===== src/rtl/cipu_stream_tx.sv =====
// CIPU stream transmitter: buffers people/thing characters and segment pop counts, then plays them out.
// Latency: start sampled at edge t, ready_* during t+1, first characters from edge t+2; luggage pauses on ';' until done_thing.
module cipu_stream_tx #(
   parameter int DEPTH = 32,
   parameter int NUMQ  = 16
) (
   input  logic       clk,
   input  logic       rst,
   input  logic       load_we,
   input  logic [1:0] load_sel,
   input  logic [7:0] load_data,
   input  logic       start,
   input  logic       done_thing,
   input  logic       done_fifo,
   input  logic       done_lifo,
   output logic       ready_fifo,
   output logic       ready_lifo,
   output logic [7:0] people_thing_in,
   output logic [7:0] thing_in,
   output logic [3:0] thing_num,
   output logic       busy,
   output logic       tx_done,
   output logic       err
);

   localparam int AW = $clog2(DEPTH);
   localparam int QW = $clog2(NUMQ);
   localparam logic [AW:0] BUF_FULL = (AW+1)'(DEPTH);
   localparam logic [AW:0] BUF_ONE  = (AW+1)'(1);
   localparam logic [QW:0] Q_FULL   = (QW+1)'(NUMQ);
   localparam logic [QW:0] Q_ONE    = (QW+1)'(1);
   localparam logic [7:0]  CH_SEP   = 8'h3B;
   localparam logic [7:0]  CH_END   = 8'h24;

   typedef enum logic [2:0] {S_IDLE, S_ANNOUNCE, S_STREAM, S_DRAIN, S_FINISH} state_t;
   typedef enum logic [1:0] {T_SEND, T_PAUSE, T_DONE} tphase_t;

   state_t  state, state_nxt;
   tphase_t t_phase;

   logic [7:0] people_mem [DEPTH];
   logic [7:0] thing_mem  [DEPTH];
   logic [3:0] q_mem      [NUMQ];

   logic [AW:0] p_wr, p_rd, t_wr, t_rd;
   logic [QW:0] q_wr, q_rd, q_rd_eff;
   logic [7:0]  p_dat, t_dat, p_cur, t_cur;
   logic        p_done, fifo_seen, lifo_seen, err_q;
   logic        start_go, stream_en, load_ok, load_ovf, load_busy;
   logic        p_full, t_full, q_full, p_wen, t_wen, q_wen;
   logic        p_step, t_step, t_empty, q_empty, q_adv, t_sep_err;

   assign start_go  = (state == S_IDLE) && start;
   assign stream_en = (state == S_ANNOUNCE) || (state == S_STREAM);

   // Loads are only legal in IDLE, and a coincident start takes priority.
   assign load_ok   = load_we && (state == S_IDLE) && !start;
   assign load_busy = load_we && (state != S_IDLE);
   assign p_full    = (p_wr == BUF_FULL);
   assign t_full    = (t_wr == BUF_FULL);
   assign q_full    = (q_wr == Q_FULL);
   assign p_wen     = load_ok && (load_sel == 2'd0) && !p_full;
   assign t_wen     = load_ok && (load_sel == 2'd1) && !t_full;
   assign q_wen     = load_ok && (load_sel == 2'd2) && !q_full;
   assign load_ovf  = load_ok && (((load_sel == 2'd0) && p_full) ||
                                  ((load_sel == 2'd1) && t_full) ||
                                  ((load_sel == 2'd2) && q_full));

   assign p_cur   = people_mem[p_rd[AW-1:0]];
   assign t_cur   = thing_mem[t_rd[AW-1:0]];
   assign t_empty = (t_rd == t_wr);
   assign q_empty = (q_rd == q_wr);
   assign p_step  = stream_en && !p_done;
   assign t_step  = stream_en && ((t_phase == T_SEND) || ((t_phase == T_PAUSE) && done_thing));
   assign q_adv   = stream_en && (t_phase == T_PAUSE) && done_thing && !q_empty;
   assign q_rd_eff  = q_adv ? (q_rd + Q_ONE) : q_rd;
   assign t_sep_err = t_step && !t_empty && (t_cur == CH_SEP) && (q_rd_eff == q_wr);

   assign people_thing_in = p_dat;
   assign thing_in        = t_dat;
   assign thing_num       = ((state != S_IDLE) && !q_empty) ? q_mem[q_rd[QW-1:0]] : 4'd0;
   assign err             = err_q;

   always_ff @(posedge clk) begin
      if (p_wen) people_mem[p_wr[AW-1:0]] <= load_data;
      if (t_wen) thing_mem[t_wr[AW-1:0]]  <= load_data;
      if (q_wen) q_mem[q_wr[QW-1:0]]      <= load_data[3:0];
   end

   always_ff @(posedge clk or negedge rst) begin
      if (!rst) begin
         state <= S_IDLE;
      end else begin
         state <= state_nxt;
      end
   end

   always_comb begin
      state_nxt  = state;
      ready_fifo = 1'b0;
      ready_lifo = 1'b0;
      tx_done    = 1'b0;
      busy       = (state != S_IDLE);
      case (state)
         S_IDLE:     if (start) state_nxt = S_ANNOUNCE;
         S_ANNOUNCE: begin
            ready_fifo = 1'b1;
            ready_lifo = 1'b1;
            state_nxt  = S_STREAM;
         end
         S_STREAM:   if (p_done && (t_phase == T_DONE)) state_nxt = S_DRAIN;
         S_DRAIN:    if (fifo_seen && lifo_seen) state_nxt = S_FINISH;
         S_FINISH: begin
            tx_done   = 1'b1;
            state_nxt = S_IDLE;
         end
         default:    state_nxt = S_IDLE;
      endcase
   end

   // Write pointers, error flag and receiver done latches.
   always_ff @(posedge clk or negedge rst) begin
      if (!rst) begin
         p_wr      <= '0;
         t_wr      <= '0;
         q_wr      <= '0;
         err_q     <= 1'b0;
         fifo_seen <= 1'b0;
         lifo_seen <= 1'b0;
      end else begin
         if (start_go) begin
            err_q     <= 1'b0;
            fifo_seen <= 1'b0;
            lifo_seen <= 1'b0;
         end else begin
            if (load_ovf || load_busy || t_sep_err) err_q <= 1'b1;
            if ((state != S_IDLE) && done_fifo) fifo_seen <= 1'b1;
            if ((state != S_IDLE) && done_lifo) lifo_seen <= 1'b1;
         end
         if (state == S_FINISH) begin
            p_wr <= '0;
            t_wr <= '0;
            q_wr <= '0;
         end else begin
            if (p_wen) p_wr <= p_wr + BUF_ONE;
            if (t_wen) t_wr <= t_wr + BUF_ONE;
            if (q_wen) q_wr <= q_wr + Q_ONE;
         end
      end
   end

   // People sub-stream: one character per cycle, auto '$' when the buffer runs dry.
   always_ff @(posedge clk or negedge rst) begin
      if (!rst) begin
         p_rd   <= '0;
         p_done <= 1'b0;
         p_dat  <= 8'h00;
      end else if (start_go) begin
         p_rd   <= '0;
         p_done <= 1'b0;
         p_dat  <= 8'h00;
      end else if (p_step) begin
         if (p_rd == p_wr) begin
            p_dat  <= CH_END;
            p_done <= 1'b1;
         end else begin
            p_dat <= p_cur;
            p_rd  <= p_rd + BUF_ONE;
            if (p_cur == CH_END) p_done <= 1'b1;
         end
      end else begin
         p_dat <= 8'h00;
      end
   end

   // Thing sub-stream: the edge sampling done_thing in PAUSE also launches the next character.
   always_ff @(posedge clk or negedge rst) begin
      if (!rst) begin
         t_rd    <= '0;
         q_rd    <= '0;
         t_phase <= T_SEND;
         t_dat   <= 8'h00;
      end else if (start_go) begin
         t_rd    <= '0;
         q_rd    <= '0;
         t_phase <= T_SEND;
         t_dat   <= 8'h00;
      end else begin
         if (q_adv) q_rd <= q_rd + Q_ONE;
         if (t_step) begin
            if (t_empty) begin
               t_dat   <= CH_END;
               t_phase <= T_DONE;
            end else begin
               t_dat <= t_cur;
               t_rd  <= t_rd + BUF_ONE;
               if (t_cur == CH_SEP)      t_phase <= T_PAUSE;
               else if (t_cur == CH_END) t_phase <= T_DONE;
               else                      t_phase <= T_SEND;
            end
         end else begin
            t_dat <= 8'h00;
         end
      end
   end

endmodule


===== config.mk =====
export PLATFORM = sky130hd
export DESIGN_NAME = cipu_stream_tx
export DESIGN_NICKNAME = d
export VERILOG_FILES = /design/src/rtl/cipu_stream_tx.sv
export SDC_FILE = /design/constraint.sdc
export NUM_CORES = 1
export LEC_CHECK = 0
export CAP_MARGIN = 5
export CORE_UTILIZATION = 56
export DETAILED_ROUTE_END_ITERATION = 10
export GPL_ROUTABILITY_DRIVEN = 1
export PLACE_DENSITY = 0.77
export SLEW_MARGIN = 20
export SYNTH_ARGS = -nofsm -noshare
export SYNTH_HDL_FRONTEND = slang
export SYNTH_SLANG_ARGS = --single-unit

===== constraint.sdc =====
create_clock -name clk -period 2.9 [get_ports clk]
set_clock_uncertainty 0.15 [all_clocks]
set_input_delay 0.725 -clock clk [delete_from_list [all_inputs] [get_ports clk]]
set_output_delay 0.725 -clock clk [all_outputs]
set_load 0.005 [all_outputs]

==> results of run 1 <==
Yosys cell counts (9+ instances only):
master    count  area, µm²
and2_1       20        125
edfxtp_1    576      17300
inv_1        20       75.1
mux2_2       15        169
xor2_1       14        123
clkbuf_1     33        124
buf_4        12       90.1
nor3_1       16       80.1
a21oi_1      21        105
nand3_1      18       90.1
xnor2_1      29        254
mux4_1       20        526
mux4_2       88       1980
nand4_1       9       56.3
ha_1         15        188
buf_2        17       85.1
a221oi_1     14        123
mux2i_1      76        761
nand2_1      50        188
nor2_1      133        499
o21ai_0      11       55.1
a22oi_1      16        120
dfrtp_1      59       1480
o221ai_1     15        131
power by group:
part	total [W]	switching (W)	internal [W]
registers	0.0106	0.000366	0.0102
logic	0.00638	0.00338	0.00300
clock network	0.00771	0.00325	0.00447
flip-flops by register name (all words and copies together), names as in the netlist:
register         flops
fifo_seen            1
people_mem         256
thing_mem          256
q_wr                 5
people_thing_in      8
thing_in             8
p_wr                 6
t_rd                 6
lifo_seen            1
t_phase              2
t_wr                 6
q_mem               64
state                3
q_rd                 5
err                  1
p_rd                 6
p_done               1
routing by layer:
metal	track usage (%)	wire [µm]	up-vias
li1	-	-	6195
met1	34.9	23200	7272
met2	41.3	28600	733
met3	4.40	5030	107
met4	6.71	1220	0
met5	0	0	-
area by class of cell:
type                       instances  area share [%]
clock inverter                    31           0.970
sequential                       635            61.5
timing repair buffer             262            7.87
tap                              600            2.46
inverter                          22           0.278
multi-input combinational        697            21.5
clock buffer                      78            5.44
path summary, 6_finish.rpt:
path / start / end / slack (ns)
max reg2reg: t_rd[0]$_DFFE_PN0P_ / err$_DFFE_PN0P_ / 0.04
max: q_rd[0]$_DFF_PN0_ / thing_num[0] / -0.61
max in group asynchronous: rst / t_rd[0]$_DFFE_PN0P_ / 1.74
min: rst / q_rd[3]$_DFF_PN0_ / 0.29
min in group clk: load_data[1] / people_mem[17][1]$_DFFE_PP_ / 0.36
min reg2reg: lifo_seen$_DFFE_PN0P_ / state[1]$_DFFE_PN0P_ / 0.41
worst max-delay path, stage by stage, from the launching register on:
cell and delay (ns):
dfrtp_2 0.44, clkbuf_16 0.18, buf_6 0.10, mux4_2 0.49, mux4_2 0.49, and3_4 0.21, buf_6 0.11
stage by stage:
step,instance area (µm²),total power (W),hold WS (ns),setup TNS [ns]
2_1_floorplan,25800,0.0146,0.279,0
5_1_grt,30600,0.0255,0.282,-2.59
3_5_place_dp,28300,0.0168,0.392,-4.78
3_3_place_gp,28300,0.0167,0.377,-4.16
4_1_cts,30400,0.0246,0.272,-2.43
6_report,30600,0.0247,0.293,-2.33
kinds of logic after synthesis:
kind of cell             count (synthesis)  synth area share [%]
AO/OA/AOI/OAI                          139                  4.06
XOR/XNOR                                44                  1.54
adder cells (fa/ha/maj)                 15                 0.726
buffers and inverters                   98                  2.19
flip-flops                             635                  72.6
multiplexers                           199                  13.3
AND/OR/NAND/NOR                        300                  5.55
repair_timing:
item	4_1_cts	5_1_grt
resized for setup	39	10
cloned	1	1
hold buffers	1	0
pin swaps	3	4
setup buffers	8	8
endpoints found under the hold margin	3	0
endpoints found under the setup margin	8	10
==> flow_summary.yaml, run 1 <==
worst_hold_path:
  worstHoldPathType: "input pin to asynchronous set/reset pin"
timing:
  drv_slew: 0
  rsz0062_at_grt: "yes"
  hold_viol: 0
  max_freq_ghz: 0.285
  fin_ws_ns: -0.614
  max_slew_margin_pct: 48.0
  setup_viol_count_final: 4
  finalCritPeriodShare_pct: 121
  worst_pin_slew_ns: 0.778
  period_needed_ns: 3.51
floorplan:
  die_height_um: 217
  io_pins: 42
  fp.coreArea_mm2: 0.0455
  start_util_pct: 56.8
  die_area_mm2: 0.0470
  die_w_um: 217
  std_cell_rows: 78
synth:
  synth.ff_latch_count: 635
  syn-cell-area_mm2: 0.0258
  synth_cells: 1430
  synth-seq-area-share_pct: 72.6
  synth_edf_count: 576
  syn_area_per_cell_um2: 18.1
  ys_async_sr_fraction_pct: 9.29
  synthFlopType: "edfxtp_1"
  ys_warn_count: 0
  synth_cell_types: 74
  syn-num-nets: 1462
grt:
  antenna_found_initial: 0
  grt_use_total_pct: 25.1
  grt_overflow_total: 0
  grt_max_degree: 81
  grt_pass1_vias: 14500
  grt_pass1_wl_um: 87200
clock_network:
  root_buffer: "clkbuf_16"
  cts_tree: "built"
  htree_levels: 2
  cts_buffers: 59
  cts.sinks: 635
  clockBufferDepth: 3
  insertion_delay_ns: 0.62
  path_clk_slew_ns: 0.07
cells_and_area:
  multi_input_area_mm2: 0.00657
  areaGrowthSynthToFinish_pct: 18.2
  n_fill_cell: 2909
  layout-drive-gt1-share_pct: 26.6
  seq_area_mm2: 0.0188
  final_core_util_pct: 67.2
  fin_cells: 2325
  nets: 1709
  mostFrequentLayoutCell: "edfxtp_1"
  num_antenna_cells: 0
  final_cell_mix: "576 x edfxtp_1, 187 x buf_4, 132 x nor2_1, 88 x mux4_2, 76 x mux2i_1"
setup_path:
  reg2reg_depth: 7
  critPathLaunchType: "flip-flop"
  critical_path_class: "flip-flop to output port"
  required_ns: 2.03
  cp_max_fo: 6
  endpoint_kind: "output port"
  critical_path_arrival_ns: 2.64
placement:
  place_ws_ns: -0.227
  dp_hpwl_um: 36600
  gp_congestion: 0.924
  port_buffers: 41
  dp.cells: 2197
pwr:
  power_density_mw_per_mm2: 808
  vdd_ir_drop_max_mv: 0.566
  p_leak_nw: 10.6
detailed_routing:
  vias: 14300
  vias_per_cell: 6.15
  drt-total-wl_um: 58100
  wl_per_cell_um: 25.0
  drtAntennaViolNets: 0
  first_iter_violations: 1630
  drt_pass1_iterations: 5
  drc: 0
run:
  max_cap_viol_count: 0
outcome:
  violations: "negative setup slack"
  status: "complete, but fails checks"
Note: power is estimated with default switching activity, not from simulation.
==> run 2, diff against run 1 <==
- CORE_MARGIN: unset -> 3
- CORE_UTILIZATION: 56 -> 57
- DONT_BUFFER_PORTS: unset -> 1
==> flow_summary.yaml, run 2 (synthesized netlist as in run 1, its figures left out) <==
outcome:
  status: "complete, but fails checks"
  violations: "negative setup slack"
cells_and_area:
  num_antenna_cells: 0
  final_core_util_pct: 66.2
  layout-drive-gt1-share_pct: 23.5
  mostFrequentLayoutCell: "edfxtp_1"
  fin_cells: 2206
  final_cell_mix: "576 x edfxtp_1, 133 x buf_4, 132 x nor2_1, 88 x mux4_2, 76 x mux2i_1"
  areaGrowthSynthToFinish_pct: 14.0
  nets: 1596
timing:
  whs_ns: 0.0559
  hold_viol: 0
  drv_slew: 0
  max_freq_ghz: 0.301
  rsz0062_at_grt: "yes"
  period_needed_ns: 3.32
  fin_ws_ns: -0.418
  finalCritPeriodShare_pct: 114
  worst_pin_slew_ns: 0.857
  setup_viol_count_final: 4
  max_slew_margin_pct: 41.4
floorplan:
  die_height_um: 219
  std_cell_rows: 77
  start_util_pct: 58.1
  fp.coreArea_mm2: 0.0445
  io_pins: 42
  die_w_um: 219
  die_area_mm2: 0.0479
placement:
  dp.cells: 2079
  port_buffers: 0
  gp_congestion: 0.906
  dp_hpwl_um: 36200
detailed_routing:
  vias_per_cell: 6.31
  vias: 13900
  drtAntennaViolNets: 0
  drt-total-wl_um: 58300
  wl_per_cell_um: 26.4
  drt_pass1_iterations: 5
  first_iter_violations: 1471
  drc: 0
pwr:
  power_density_mw_per_mm2: 820
  vdd_ir_drop_max_mv: 0.540
  p_leak_nw: 9.97
clock_network:
  cts_buffers: 60
  htree_levels: 2
  cts.sinks: 635
  clockBufferDepth: 3
  path_clk_slew_ns: 0.06
  root_buffer: "clkbuf_16"
  cts_tree: "built"
  insertion_delay_ns: 0.62
grt:
  grt_pass1_wl_um: 88500
  antenna_found_initial: 0
  grt_pass1_vias: 14300
  grt_max_degree: 81
  grt_overflow_total: 0
  grt_use_total_pct: 24.9
setup_path:
  endpoint_kind: "output port"
  critical_path_arrival_ns: 2.44
  critPathLaunchType: "flip-flop"
  critical_path_class: "flip-flop to output port"
  required_ns: 2.03
  cp_max_fo: 10
run:
  max_cap_viol_count: 0
worst_hold_path:
  worstHoldPathType: "input pin to flip-flop"
run 2: changes by cell type in the layout (fill, tap and decap cells not counted), sizes merged:
| cell | before | now |
|---|---|---|
| buf | 231 | 147 |
| clkinvlp | 4 | 2 |
| clkbuf | 80 | 77 |
| dlygate4sd2 | 1 | 0 |
| clkinv | 22 | 27 |
| clkdlybuf4s50 | 25 | 0 |
| bufinv | 5 | 6 |
| dlymetal6s2s | 2 | 0 |
run 2: final timing paths:
path	start	end	slack (ns)	depth (start not counted)
min in group asynchronous	rst	thing_in[1]$_DFF_PN0_	0.54	2
hold reg to reg	t_rd[5]$_DFFE_PN0P_	t_rd[5]$_DFFE_PN0P_	0.42	2
hold / removal	load_data[6]	people_mem[26][6]$_DFFE_PP_	0.06	0
max in group asynchronous	rst	p_rd[0]$_DFFE_PN0P_	1.75	2
setup / recovery	q_rd[0]$_DFF_PN0_	thing_num[3]	-0.42	5
setup reg to reg	t_rd[0]$_DFFE_PN0P_	err$_DFFE_PN0P_	0.08	6
run 2: cell type report:
cell class	count	area, µm²
Clock inverter	35	344
Sequential cell	635	18800
Tap cell	592	741
Multi-Input combinational cell	697	6570
Clock buffer	77	1660
Inverter	22	82.6
Fill cell	2880	15000
Timing Repair Buffer	148	1290
run 2: routing by layer:
metal  vias up  global-route usage (%)  part of all wire, %
li1       5950                       -                    -
met1      7197                    33.5                   38
met2       635                    40.8                   50
met3       127                    5.61                  8.5
met4         0                    8.36                  3.2
met5         -                       0                    0
run 2: power breakdown:
group          switching, W  internal, W  total [W]
sequential         0.000348       0.0102     0.0106
clock               0.00330      0.00457    0.00786
combinational       0.00313      0.00261    0.00574
total               0.00678       0.0174     0.0242
run 2: timing repair:
item / in CTS / in global routing
pin swaps: 1 / 1
hold buffers: 2 / 0
endpoints found under the hold margin: 59 / 0
gates cloned: 2 / 0
setup buffers: 3 / 8
resized for setup: 8 / 12
setup endpoints to repair: 7 / 77
run 2: per-stage QoR:
step / power (W) / area [µm²] / TNS (ns) / setup slack (ns)
after floorplan: 0.0146 / 25800 / 0 / 0.00857
after global placement: 0.0161 / 27200 / 0 / 0.0569
after detailed placement: 0.0162 / 27200 / -0.00647 / -0.00647
after CTS: 0.0241 / 29400 / -1.66 / -0.423
after global routing: 0.0251 / 29500 / -1.93 / -0.486
final: 0.0242 / 29500 / -1.63 / -0.418
run 2: critical path, cell delays in order, from the launching register on:
cell,delay [ns]
dfrtp_1,0.36
buf_4,0.15
buf_16,0.14
mux4_2,0.49
mux4_2,0.48
and3_4,0.21
